File: config.mk
export PLATFORM = sky130hd
export DESIGN_NAME = ahb_gpio_irq
export DESIGN_NICKNAME = d
export VERILOG_FILES = /design/src/rtl/ahb_gpio_pkg.sv /design/src/rtl/gpio_in_sync.sv /design/src/rtl/ahb_gpio_irq.sv
export SDC_FILE = /design/constraint.sdc
export NUM_CORES = 1
export LEC_CHECK = 0
export ABC_AREA = 1
export ABC_CLOCK_PERIOD_IN_PS = 1700
export BUFFER_PORTS_ARGS = -buffer_cell sky130_fd_sc_hd__clkbuf_2
export CAP_MARGIN = 20
export CORE_UTILIZATION = 28
export CTS_CLUSTER_DIAMETER = 30
export DETAILED_ROUTE_END_ITERATION = 10
export PLACE_DENSITY = 0.57
export SYNTH_ARGS = -nofsm -noshare
export SYNTH_HDL_FRONTEND = slang
export SYNTH_SLANG_ARGS = --single-unit
File: constraint.sdc
create_clock -name clk -period 1.7 [get_ports clk]
set_input_delay 0.425 -clock clk [delete_from_list [all_inputs] [get_ports clk]]
set_output_delay 0.425 -clock clk [all_outputs]
set_load 0.1 [all_outputs]
File: src/rtl/ahb_gpio_pkg.sv
// Shared definitions for the AHB-Lite GPIO block: register offsets, HTRANS
// encodings and the byte-lane helper used by the bus interface.
package ahb_gpio_pkg;

    localparam logic [5:0] OFF_DATA_IN    = 6'h00;
    localparam logic [5:0] OFF_DATA_OUT   = 6'h04;
    localparam logic [5:0] OFF_DIR        = 6'h08;
    localparam logic [5:0] OFF_OUT_SET    = 6'h0C;
    localparam logic [5:0] OFF_OUT_CLR    = 6'h10;
    localparam logic [5:0] OFF_IRQ_EN     = 6'h14;
    localparam logic [5:0] OFF_IRQ_TYPE   = 6'h18;
    localparam logic [5:0] OFF_IRQ_POL    = 6'h1C;
    localparam logic [5:0] OFF_IRQ_STATUS = 6'h20;

    localparam logic [1:0] HTRANS_IDLE   = 2'b00;
    localparam logic [1:0] HTRANS_BUSY   = 2'b01;
    localparam logic [1:0] HTRANS_NONSEQ = 2'b10;
    localparam logic [1:0] HTRANS_SEQ    = 2'b11;

    // Little-endian byte lanes touched by a transfer of the given size.
    function automatic logic [3:0] lane_mask(input logic [2:0] hsize, input logic [1:0] addr);
        case (hsize)
            3'd0:    lane_mask = 4'b0001 << addr;
            3'd1:    lane_mask = addr[1] ? 4'b1100 : 4'b0011;
            default: lane_mask = 4'b1111;
        endcase
    endfunction

endpackage

File: src/rtl/gpio_in_sync.sv
// Multi-stage input synchroniser with one extra flop holding the previous
// synchronised value, so the parent can detect edges.
module gpio_in_sync
    import ahb_gpio_pkg::*;
#(
    parameter int unsigned WIDTH  = 32,
    parameter int unsigned STAGES = 2
) (
    input  logic             clk,
    input  logic             rst,
    input  logic [WIDTH-1:0] d,
    output logic [WIDTH-1:0] s,
    output logic [WIDTH-1:0] p
);

    logic [WIDTH-1:0] chain_q [STAGES];
    logic [WIDTH-1:0] prev_q;

    // Shift the pad value through the chain; remember last synchronised value.
    always_ff @(posedge clk) begin
        if (rst) begin
            for (int i = 0; i < STAGES; i++) begin
                chain_q[i] <= '0;
            end
            prev_q <= '0;
        end else begin
            chain_q[0] <= d;
            for (int i = 1; i < STAGES; i++) begin
                chain_q[i] <= chain_q[i-1];
            end
            prev_q <= chain_q[STAGES-1];
        end
    end

    assign s = chain_q[STAGES-1];
    assign p = prev_q;

endmodule

File: src/rtl/ahb_gpio_irq.sv
// AHB-Lite GPIO slave: per-pin direction, atomic set/clear of the output
// latch, synchronised inputs and maskable edge/level interrupts.
module ahb_gpio_irq
    import ahb_gpio_pkg::*;
#(
    parameter int unsigned       GPIO_W      = 32,
    parameter int unsigned       SYNC_STAGES = 2,
    parameter logic [GPIO_W-1:0] RST_DOUT    = '0
) (
    input  logic              clk,
    input  logic              rst,
    input  logic              hsel,
    input  logic [1:0]        htrans,
    input  logic              hwrite,
    input  logic [31:0]       haddr,
    input  logic [2:0]        hsize,
    input  logic              hready_in,
    input  logic [31:0]       hwdata,
    output logic              hready_out,
    output logic [31:0]       hrdata,
    output logic [1:0]        hresp,
    input  logic [GPIO_W-1:0] gpio_i,
    output logic [GPIO_W-1:0] gpio_o,
    output logic [GPIO_W-1:0] gpio_oe,
    output logic              irq
);

    logic              accept;
    logic              wr_q, rd_q;
    logic [5:0]        addr_q;
    logic [3:0]        lanes_q;
    logic [5:0]        reg_addr;
    logic              wr_en;
    logic [31:0]       bmask32;
    logic [GPIO_W-1:0] wmask, wbits;

    logic [GPIO_W-1:0] s, p;
    logic [GPIO_W-1:0] dout_q, dir_q, en_q, type_q, pol_q, status_q;
    logic [GPIO_W-1:0] dout_d, dir_d, en_d, type_d, pol_d, status_d;
    logic [GPIO_W-1:0] clr, events;
    logic [GPIO_W-1:0] rdata_w;
    logic              irq_q;
    logic              unused_bits;

    assign unused_bits = ^{htrans[0], haddr[31:6], addr_q[1:0]};

    gpio_in_sync #(
        .WIDTH  (GPIO_W),
        .STAGES (SYNC_STAGES)
    ) u_sync (
        .clk (clk),
        .rst (rst),
        .d   (gpio_i),
        .s   (s),
        .p   (p)
    );

    assign accept = hsel & htrans[1] & hready_in;

    // Capture the address phase whenever the bus advances.
    always_ff @(posedge clk) begin
        if (rst) begin
            wr_q    <= 1'b0;
            rd_q    <= 1'b0;
            addr_q  <= '0;
            lanes_q <= '0;
        end else if (hready_in) begin
            wr_q    <= accept & hwrite;
            rd_q    <= accept & ~hwrite;
            addr_q  <= haddr[5:0];
            lanes_q <= lane_mask(hsize, haddr[1:0]);
        end
    end

    assign reg_addr = {addr_q[5:2], 2'b00};
    assign wr_en    = wr_q & hready_in;

    // Expand byte-lane enables into a bit mask over the write data.
    always_comb begin
        bmask32 = '0;
        for (int i = 0; i < 4; i++) begin
            bmask32[8*i +: 8] = {8{lanes_q[i]}};
        end
    end

    assign wmask = bmask32[GPIO_W-1:0];
    assign wbits = hwdata[GPIO_W-1:0] & wmask;

    assign events = (type_q & ((pol_q & s & ~p) | (~pol_q & ~s & p)))
                  | (~type_q & ((pol_q & s) | (~pol_q & ~s)));

    // Register next-state: bus writes, then interrupt events (set beats W1C).
    always_comb begin
        dout_d = dout_q;
        dir_d  = dir_q;
        en_d   = en_q;
        type_d = type_q;
        pol_d  = pol_q;
        clr    = '0;
        if (wr_en) begin
            case (reg_addr)
                OFF_DATA_OUT:   dout_d = (dout_q & ~wmask) | wbits;
                OFF_DIR:        dir_d  = (dir_q & ~wmask) | wbits;
                OFF_OUT_SET:    dout_d = dout_q | wbits;
                OFF_OUT_CLR:    dout_d = dout_q & ~wbits;
                OFF_IRQ_EN:     en_d   = (en_q & ~wmask) | wbits;
                OFF_IRQ_TYPE:   type_d = (type_q & ~wmask) | wbits;
                OFF_IRQ_POL:    pol_d  = (pol_q & ~wmask) | wbits;
                OFF_IRQ_STATUS: clr    = wbits;
                default:        ;
            endcase
        end
        status_d = (status_q & ~clr) | events;
    end

    // Register state and the registered interrupt line.
    always_ff @(posedge clk) begin
        if (rst) begin
            dout_q   <= RST_DOUT;
            dir_q    <= '0;
            en_q     <= '0;
            type_q   <= '0;
            pol_q    <= '0;
            status_q <= '0;
            irq_q    <= 1'b0;
        end else begin
            dout_q   <= dout_d;
            dir_q    <= dir_d;
            en_q     <= en_d;
            type_q   <= type_d;
            pol_q    <= pol_d;
            status_q <= status_d;
            irq_q    <= |(status_q & en_q);
        end
    end

    // Read mux over current state; zero outside a read data phase.
    always_comb begin
        rdata_w = '0;
        case (reg_addr)
            OFF_DATA_IN:    rdata_w = s;
            OFF_DATA_OUT:   rdata_w = dout_q;
            OFF_DIR:        rdata_w = dir_q;
            OFF_IRQ_EN:     rdata_w = en_q;
            OFF_IRQ_TYPE:   rdata_w = type_q;
            OFF_IRQ_POL:    rdata_w = pol_q;
            OFF_IRQ_STATUS: rdata_w = status_q;
            default:        rdata_w = '0;
        endcase
        hrdata = rd_q ? 32'(rdata_w) : 32'h0;
    end

    assign hready_out = 1'b1;
    assign hresp      = 2'b00;
    assign gpio_o     = dout_q;
    assign gpio_oe    = dir_q;
    assign irq        = irq_q;

endmodule
==> impl_metrics.xml, run 1 <==
<?xml version="1.0" encoding="UTF-8"?>
<metrics>
  <group name="place">
    <metric name="preCtsSetupSlack" unit="ns">-0.2646</metric>
    <metric name="dpl_cell_area" unit="um2">17210</metric>
    <metric name="hpwlAfterDp" unit="mm">33.42</metric>
    <metric name="portBuffers" unit="">175</metric>
    <metric name="numPlacedInstances" unit="">2893</metric>
    <metric name="routabilityCongestion" unit="">0.8486</metric>
  </group>
  <group name="layout">
    <metric name="design.final.nets" unit="">2517</metric>
    <metric name="layout-drive-gt1-share" unit="%">30.18</metric>
    <metric name="multi_input_area" unit="um2">7590</metric>
    <metric name="fill_cells" unit="">4673</metric>
    <metric name="areaGrowthSynthToFinish" unit="%">57.64</metric>
    <metric name="layout.cells.most_common" unit="">sky130_fd_sc_hd__nand2_1</metric>
    <metric name="utilization" unit="%">44.64</metric>
    <metric name="mostFrequentLayoutCells" unit="">sky130_fd_sc_hd__nand2_1 (598), sky130_fd_sc_hd__inv_1 (232), sky130_fd_sc_hd__dfxtp_1 (231)</metric>
    <metric name="stdcell_count" unit="">3077</metric>
    <metric name="final_cell_area" unit="um2">21760</metric>
    <metric name="register_area" unit="um2">6091</metric>
  </group>
  <group name="drt">
    <metric name="postRouteAntennaNets" unit="">0</metric>
    <metric name="wl_per_cell" unit="um">16.71</metric>
    <metric name="vias" unit="">14500</metric>
    <metric name="first_pass_iters" unit="">8</metric>
    <metric name="detail_route.drc_violations" unit="">0</metric>
    <metric name="totalWireLength" unit="mm">51.42</metric>
    <metric name="drtIter0Drc" unit="">1050</metric>
    <metric name="avgViaCountPerCell" unit="">4.714</metric>
  </group>
  <group name="timing">
    <metric name="tns" unit="ns">-32.41</metric>
    <metric name="min_period_over_period" unit="%">152.8</metric>
    <metric name="finalHoldViolCount" unit="">0</metric>
    <metric name="maxSlewHeadroom" unit="%">56.73</metric>
    <metric name="setup-violations-final" unit="">93</metric>
    <metric name="fin_skew" unit="ns">0.01974</metric>
    <metric name="final.setup.worst_slack" unit="ns">-0.8979</metric>
    <metric name="final-max-slew-violation-count" unit="">0</metric>
    <metric name="fin_crit" unit="ns">2.598</metric>
    <metric name="max_clock_freq" unit="MHz">384.9</metric>
    <metric name="timing_worst_slew_pin_value" unit="ns">0.6482</metric>
    <metric name="rsz_0062_raised_after_global_routing" unit="">yes</metric>
  </group>
  <group name="die">
    <metric name="io-pin-count" unit="">206</metric>
    <metric name="dieHeight" unit="um">224.1</metric>
    <metric name="fp.dieArea" unit="um2">50200</metric>
    <metric name="core.rowCount" unit="">81</metric>
    <metric name="core" unit="um2">48750</metric>
    <metric name="dieWidth" unit="um">224.1</metric>
    <metric name="initial_utilization" unit="%">28.32</metric>
  </group>
  <group name="setup_path">
    <metric name="critPathKind" unit="">flip-flop to primary output</metric>
    <metric name="crit_path_launch_type" unit="">flip-flop</metric>
    <metric name="rrSetupSlack" unit="ns">-0.15</metric>
    <metric name="r2r_cells" unit="">9</metric>
    <metric name="worstReg2RegStart" unit="">addr_q[5]</metric>
    <metric name="reg_to_reg_endpoint" unit="">gpio_o[6]</metric>
    <metric name="worstPathRequired" unit="ns">1.27</metric>
    <metric name="critical_path_peak_fanout" unit="">6</metric>
    <metric name="arrival" unit="ns">2.17</metric>
    <metric name="category_of_the_worst_setup_path_capture_point" unit="">primary output</metric>
  </group>
  <group name="hold_path">
    <metric name="worstHoldStart" unit="">gpio_i[24]</metric>
    <metric name="hold_path_class" unit="">primary input to flip-flop</metric>
    <metric name="holdPathEnd" unit="">u_sync.chain_q[0][24]</metric>
    <metric name="worstHoldPathCells" unit="">3</metric>
  </group>
  <group name="clocking">
    <metric name="cts_tree" unit="">built</metric>
    <metric name="worst_skew_pair.late_latency" unit="ns">0.60</metric>
    <metric name="clk_transition_reported_paths" unit="ns">0.04</metric>
    <metric name="cts_made_buffers" unit="">82</metric>
    <metric name="cts-htree-levels" unit="">3</metric>
    <metric name="cts-root-to-sink-buffers" unit="">3</metric>
    <metric name="root_buffer" unit="">sky130_fd_sc_hd__clkbuf_16</metric>
    <metric name="clkSinkCount" unit="">299</metric>
  </group>
  <group name="power_and_ir_drop">
    <metric name="p_per_area" unit="nW/um2">1123</metric>
    <metric name="switchingPower" unit="mW">5.696</metric>
    <metric name="power.switching_fraction" unit="%">23.31</metric>
    <metric name="peakVddDrop" unit="uV">830.5</metric>
    <metric name="p_clk_share" unit="%">63.7</metric>
    <metric name="share_comb_of_total_power" unit="%">6.4</metric>
    <metric name="internal_power" unit="mW">18.73</metric>
    <metric name="seq_power_share" unit="%">30.0</metric>
    <metric name="power.static_leakage" unit="nW">9.395</metric>
  </group>
  <group name="global_route">
    <metric name="gr-total-overflow" unit="">0</metric>
    <metric name="antenna_found_initial" unit="">1</metric>
    <metric name="grt_util_all_layers" unit="%">19.75</metric>
    <metric name="grt_pass1_vias" unit="">14120</metric>
    <metric name="grt_start_max_net_pins" unit="">62</metric>
    <metric name="grt_first_pass_wirelength" unit="mm">77.00</metric>
  </group>
  <group name="yosys">
    <metric name="syn_area_per_cell" unit="um2">6.748</metric>
    <metric name="synthesis.instances" unit="">2046</metric>
    <metric name="yosys.area.top_type" unit="">sky130_fd_sc_hd__dfxtp_1</metric>
    <metric name="synth.cell_area" unit="um2">13810</metric>
    <metric name="synth_top_area_share" unit="%">43.36</metric>
    <metric name="synth.area.top_cells" unit="">sky130_fd_sc_hd__dfxtp_1 (43%), sky130_fd_sc_hd__nand2_1 (18%), sky130_fd_sc_hd__a21oi_1 (11%)</metric>
    <metric name="synth-seq-cells" unit="">299</metric>
    <metric name="seq_area_frac_synth" unit="%">43.36</metric>
    <metric name="yosys_warnings" unit="">0</metric>
    <metric name="yosys.cell_types.count" unit="">20</metric>
  </group>
  <group name="status">
    <metric name="status" unit="">complete, but fails checks</metric>
    <metric name="violations" unit="">setup timing</metric>
  </group>
  <group name="job">
    <metric name="timing.max_cap.violations" unit="">0</metric>
  </group>
</metrics>
synth_stat cells, drive strengths merged:
master,number
clkbuf,62
nand3,71
a21oi,302
buf,30
nand4,3
inv,237
nor3,3
ha,64
o21ai,104
conb,2
dfxtp,299
nor2,192
nand2,677
worst max-delay path: stages (launching register included):
cell                      delay (ns)
sky130_fd_sc_hd__dfxtp_4        0.37
sky130_fd_sc_hd__inv_6          0.09
sky130_fd_sc_hd__nand2_4        0.07
sky130_fd_sc_hd__nor2_4         0.12
sky130_fd_sc_hd__buf_12         0.15
sky130_fd_sc_hd__buf_12         0.16
sky130_fd_sc_hd__nand2_4        0.05
sky130_fd_sc_hd__nand2_2        0.07
sky130_fd_sc_hd__a21oi_2        0.04
sky130_fd_sc_hd__a21oi_4        0.22
sky130_fd_sc_hd__buf_12         0.21
power by group through the flow:
stage	sequential, mW	combinational (mW)	clock, mW
floorplan	7.40	0.766	0
global placement	7.42	1.31	0
detailed placement	7.43	1.33	0
CTS	7.31	1.43	15.8
global route	7.33	1.69	16.2
finish	7.32	1.56	15.6
routing by layer:
layer,GRT usage [%],vias to the layer above,wire [um]
li1,-,7043,-
met1,24.84,6769,21680
met2,31.72,580,23390
met3,4.617,112,4475
met4,9.412,0,1866
met5,0,-,0
worst max-delay path by stage:
stage / slack (ns) / from / to / cells after the start
3_3_place_gp: -0.26 / addr_q[4] / hrdata[8] / 9
2_1_floorplan: -0.32 / addr_q[2] / hrdata[11] / 6
4_1_cts: -0.92 / addr_q[4] / hrdata[8] / 9
5_1_grt: -0.96 / addr_q[5] / hrdata[0] / 8
6_report: -0.90 / addr_q[5] / hrdata[8] / 10
3_5_place_dp: -0.26 / addr_q[4] / hrdata[10] / 9
final cells by class:
type                            count  area share (%)
Antenna cell                        1         0.01150
Clock buffer                      111           10.86
Clock inverter                     38           2.185
Inverter                          237           4.174
Multi-Input combinational cell   1419           34.87
Sequential cell                   299           27.99
Tap cell                          664           3.817
Timing Repair Buffer              308           16.09
what timing repair did:
item,CTS,global route
hold endpoints to repair,10,0
pin swaps,24,56
gates cloned,3,7
buffers inserted,9,6
gates resized for setup,194,154
hold buffers,10,0
endpoints found under the setup margin,149,136
logic make-up after synthesis:
group                    Yosys count  share of synthesized area, %
adder cells (fa/ha/maj)           64                         5.800
flip-flops                       299                         43.36
buffers and inverters            329                         9.271
other                              2                       0.05440
AND/OR/NAND/NOR                  946                         26.72
AO/OA/AOI/OAI                    406                         14.80
through the flow:
stage,hold WS (ns),total power [mW]
3_3_place_gp,0.3894,8.735
5_1_grt,0.01204,25.20
2_1_floorplan,0.3883,8.166
6_report,0.02341,24.43
3_5_place_dp,0.3931,8.762
4_1_cts,0.0003937,24.50
Note: power is estimated with default switching activity, not from simulation.
==> run 2, diff against run 1 <==
--- a/config.mk
+++ b/config.mk
@@ -10,6 +10,7 @@
 export BUFFER_PORTS_ARGS = -buffer_cell sky130_fd_sc_hd__clkbuf_2
 export CAP_MARGIN = 20
 export CORE_UTILIZATION = 28
+export CTS_BUF_LIST = sky130_fd_sc_hd__clkbuf_16
 export CTS_CLUSTER_DIAMETER = 30
 export DETAILED_ROUTE_END_ITERATION = 10
 export PLACE_DENSITY = 0.57
==> run 2 against run 1 <==
  * The flow still finishes with violations (setup timing)
  * Sequential share of layout area grew 0.99 points
  * Fmax shrank 1.2%
  * Sequential power is essentially flat
  * Die area is the same
  * Core utilization shrank 1.5 points
  * Via count shrank 0.35%
  * Count of clock-buffer cells in the layout shrank 27
  * Register-to-register slack is essentially flat
  * Largest cell class unchanged
==> impl_metrics.xml, run 2 (same netlist as run 1, synthesis figures left out) <==
<?xml version="1.0" encoding="UTF-8"?>
<metrics>
  <group name="setup_path">
    <metric name="critical_path.max_stage_delay" unit="ns">0.36</metric>
    <metric name="critPathKind" unit="">flip-flop to primary output</metric>
    <metric name="worstReg2RegStart" unit="">addr_q[5]</metric>
    <metric name="arrival" unit="ns">2.20</metric>
    <metric name="category_of_the_worst_setup_path_capture_point" unit="">primary output</metric>
    <metric name="worstPathCellList" unit="">inv_4, nor2_4, nand2_2, inv_4, buf_12, buf_12, nand2_2, nand2_2, nor2_4, a21oi_4, buf_12</metric>
    <metric name="rrSetupSlack" unit="ns">-0.15</metric>
    <metric name="reg_to_reg_endpoint" unit="">gpio_o[7]</metric>
    <metric name="worstSetupStartpoint" unit="">addr_q[3]</metric>
    <metric name="crit_path_launch_type" unit="">flip-flop</metric>
    <metric name="critical_path_peak_fanout" unit="">8</metric>
    <metric name="worstPathRequired" unit="ns">1.27</metric>
    <metric name="critical_path.slowest_cell" unit="">sky130_fd_sc_hd__dfxtp_4</metric>
    <metric name="r2r_cells" unit="">9</metric>
  </group>
  <group name="die">
    <metric name="fp.dieArea" unit="um2">50200</metric>
    <metric name="core" unit="um2">48750</metric>
    <metric name="core.rowCount" unit="">81</metric>
    <metric name="dieWidth" unit="um">224.1</metric>
    <metric name="dieHeight" unit="um">224.1</metric>
    <metric name="io-pin-count" unit="">206</metric>
    <metric name="initial_utilization" unit="%">28.32</metric>
  </group>
  <group name="layout">
    <metric name="design.final.nets" unit="">2514</metric>
    <metric name="utilization" unit="%">43.12</metric>
    <metric name="register_area" unit="um2">6091</metric>
    <metric name="stdcell_count" unit="">3074</metric>
    <metric name="multi_input_area" unit="um2">7164</metric>
    <metric name="areaGrowthSynthToFinish" unit="%">52.25</metric>
    <metric name="fill_cells" unit="">4775</metric>
    <metric name="layout.cells.most_common" unit="">sky130_fd_sc_hd__nand2_1</metric>
    <metric name="layout-drive-gt1-share" unit="%">24.53</metric>
    <metric name="mostFrequentLayoutCells" unit="">sky130_fd_sc_hd__nand2_1 (651), sky130_fd_sc_hd__a21oi_1 (265), sky130_fd_sc_hd__inv_1 (243)</metric>
  </group>
  <group name="global_route">
    <metric name="grt_util_all_layers" unit="%">19.46</metric>
    <metric name="grt_first_pass_wirelength" unit="mm">76.24</metric>
    <metric name="grt_pass1_vias" unit="">14010</metric>
    <metric name="grt_start_max_net_pins" unit="">62</metric>
    <metric name="gr-total-overflow" unit="">0</metric>
    <metric name="antenna_found_initial" unit="">1</metric>
  </group>
  <group name="hold_path">
    <metric name="hold_path_class" unit="">primary input to flip-flop</metric>
    <metric name="worstHoldStart" unit="">gpio_i[24]</metric>
    <metric name="holdPathEnd" unit="">u_sync.chain_q[0][24]</metric>
    <metric name="worstHoldPathCells" unit="">3</metric>
  </group>
  <group name="timing">
    <metric name="final-max-slew-violation-count" unit="">0</metric>
    <metric name="rsz_0062_raised_after_global_routing" unit="">yes</metric>
    <metric name="final.setup.worst_slack" unit="ns">-0.9282</metric>
    <metric name="timing_worst_slew_pin_value" unit="ns">0.5863</metric>
    <metric name="max_clock_freq" unit="MHz">380.5</metric>
    <metric name="finalHoldViolCount" unit="">0</metric>
    <metric name="min_period_over_period" unit="%">154.6</metric>
    <metric name="fin_skew" unit="ns">0.02027</metric>
    <metric name="fin_crit" unit="ns">2.628</metric>
    <metric name="setup-violations-final" unit="">94</metric>
    <metric name="maxSlewHeadroom" unit="%">60.86</metric>
  </group>
  <group name="drt">
    <metric name="drtIter0Drc" unit="">953</metric>
    <metric name="totalWireLength" unit="mm">50.26</metric>
    <metric name="detail_route.drc_violations" unit="">0</metric>
    <metric name="vias" unit="">14450</metric>
    <metric name="wl_per_cell" unit="um">16.35</metric>
    <metric name="avgViaCountPerCell" unit="">4.702</metric>
    <metric name="postRouteAntennaNets" unit="">0</metric>
    <metric name="first_pass_iters" unit="">7</metric>
  </group>
  <group name="job">
    <metric name="timing.max_cap.violations" unit="">0</metric>
  </group>
  <group name="clocking">
    <metric name="cts-htree-levels" unit="">3</metric>
    <metric name="clkSinkCount" unit="">299</metric>
    <metric name="root_buffer" unit="">sky130_fd_sc_hd__clkbuf_16</metric>
    <metric name="cts_tree" unit="">built</metric>
    <metric name="clk_transition_reported_paths" unit="ns">0.04</metric>
    <metric name="cts-root-to-sink-buffers" unit="">3</metric>
    <metric name="cts_made_buffers" unit="">82</metric>
    <metric name="worst_skew_pair.late_latency" unit="ns">0.60</metric>
  </group>
  <group name="place">
    <metric name="hpwlAfterDp" unit="mm">33.42</metric>
    <metric name="portBuffers" unit="">175</metric>
    <metric name="numPlacedInstances" unit="">2893</metric>
    <metric name="routabilityCongestion" unit="">0.8486</metric>
  </group>
  <group name="power_and_ir_drop">
    <metric name="peakVddDrop" unit="uV">617.1</metric>
    <metric name="p_per_area" unit="nW/um2">1119</metric>
    <metric name="power.static_leakage" unit="nW">9.170</metric>
  </group>
  <group name="status">
    <metric name="status" unit="">complete, but fails checks</metric>
    <metric name="violations" unit="">setup timing</metric>
  </group>
</metrics>
## run 2: routing by layer
metal	vias to the layer above	share of wire (%)	GRT usage, %	wire, um
li1	7039	-	-	-
met1	6727	43	24.67	21820
met2	580	46	31.29	23080
met3	107	7.5	4.368	3765
met4	0	3.2	9.037	1595
met5	-	0	0	0
## run 2: worst max-delay path by stage
stage                 end
2_1_floorplan  hrdata[11]
3_3_place_gp    hrdata[8]
3_5_place_dp   hrdata[10]
4_1_cts         hrdata[8]
5_1_grt         hrdata[7]
6_report        hrdata[7]
## run 2: metrics by stage
stage / area, um2 / TNS (ns) / setup slack [ns] / hold WS, ns / power, mW
after floorplan: 14460 / -9.612 / -0.3158 / 0.3883 / 8.166
after global placement: 17210 / -10.90 / -0.2569 / 0.3894 / 8.735
after detailed placement: 17210 / -13.01 / -0.2646 / 0.3931 / 8.762
after CTS: 20590 / -29.79 / -0.8996 / 0.0003937 / 23.62
after global routing: 21020 / -41.00 / -0.9953 / 0.01174 / 24.27
final: 21020 / -33.11 / -0.9282 / 0.02541 / 23.51
## run 2: cell type report
class / count / area share [%]
inverters: 237 / 4.298
diodes: 1 / 0.01191
flip-flops and latches: 299 / 28.98
multi-input cells: 1419 / 34.09
well taps: 664 / 3.953
clock buffers: 84 / 10.00
clock inverters: 65 / 2.744
repair buffers: 305 / 15.93
## run 2: worst max-delay path, delay by kind of cell, from the launching register on
family | cells | cell delay [ns]
AOI/OAI and AO/OA | 1 | 0.19
buffers and inverters | 5 | 0.59
DFF | 1 | 0.36
and+or+nand+nor | 5 | 0.44
## run 2: repair_timing
action,CTS,global route
gates resized for setup,141,58
endpoints found under the setup margin,151,133
hold endpoints to repair,10,0
cloned,1,5
hold buffers,10,0
buffers inserted,1,14
pin swaps,7,34
## run 2: power by group
part           leakage, nW  internal, mW  total, mW  switching, mW
Clock                 1.37          10.2       14.7           4.52
Combinational         5.32         0.499       1.47          0.969
Sequential            2.48          7.19       7.31          0.121
Total                 9.17          17.9       23.5           5.61
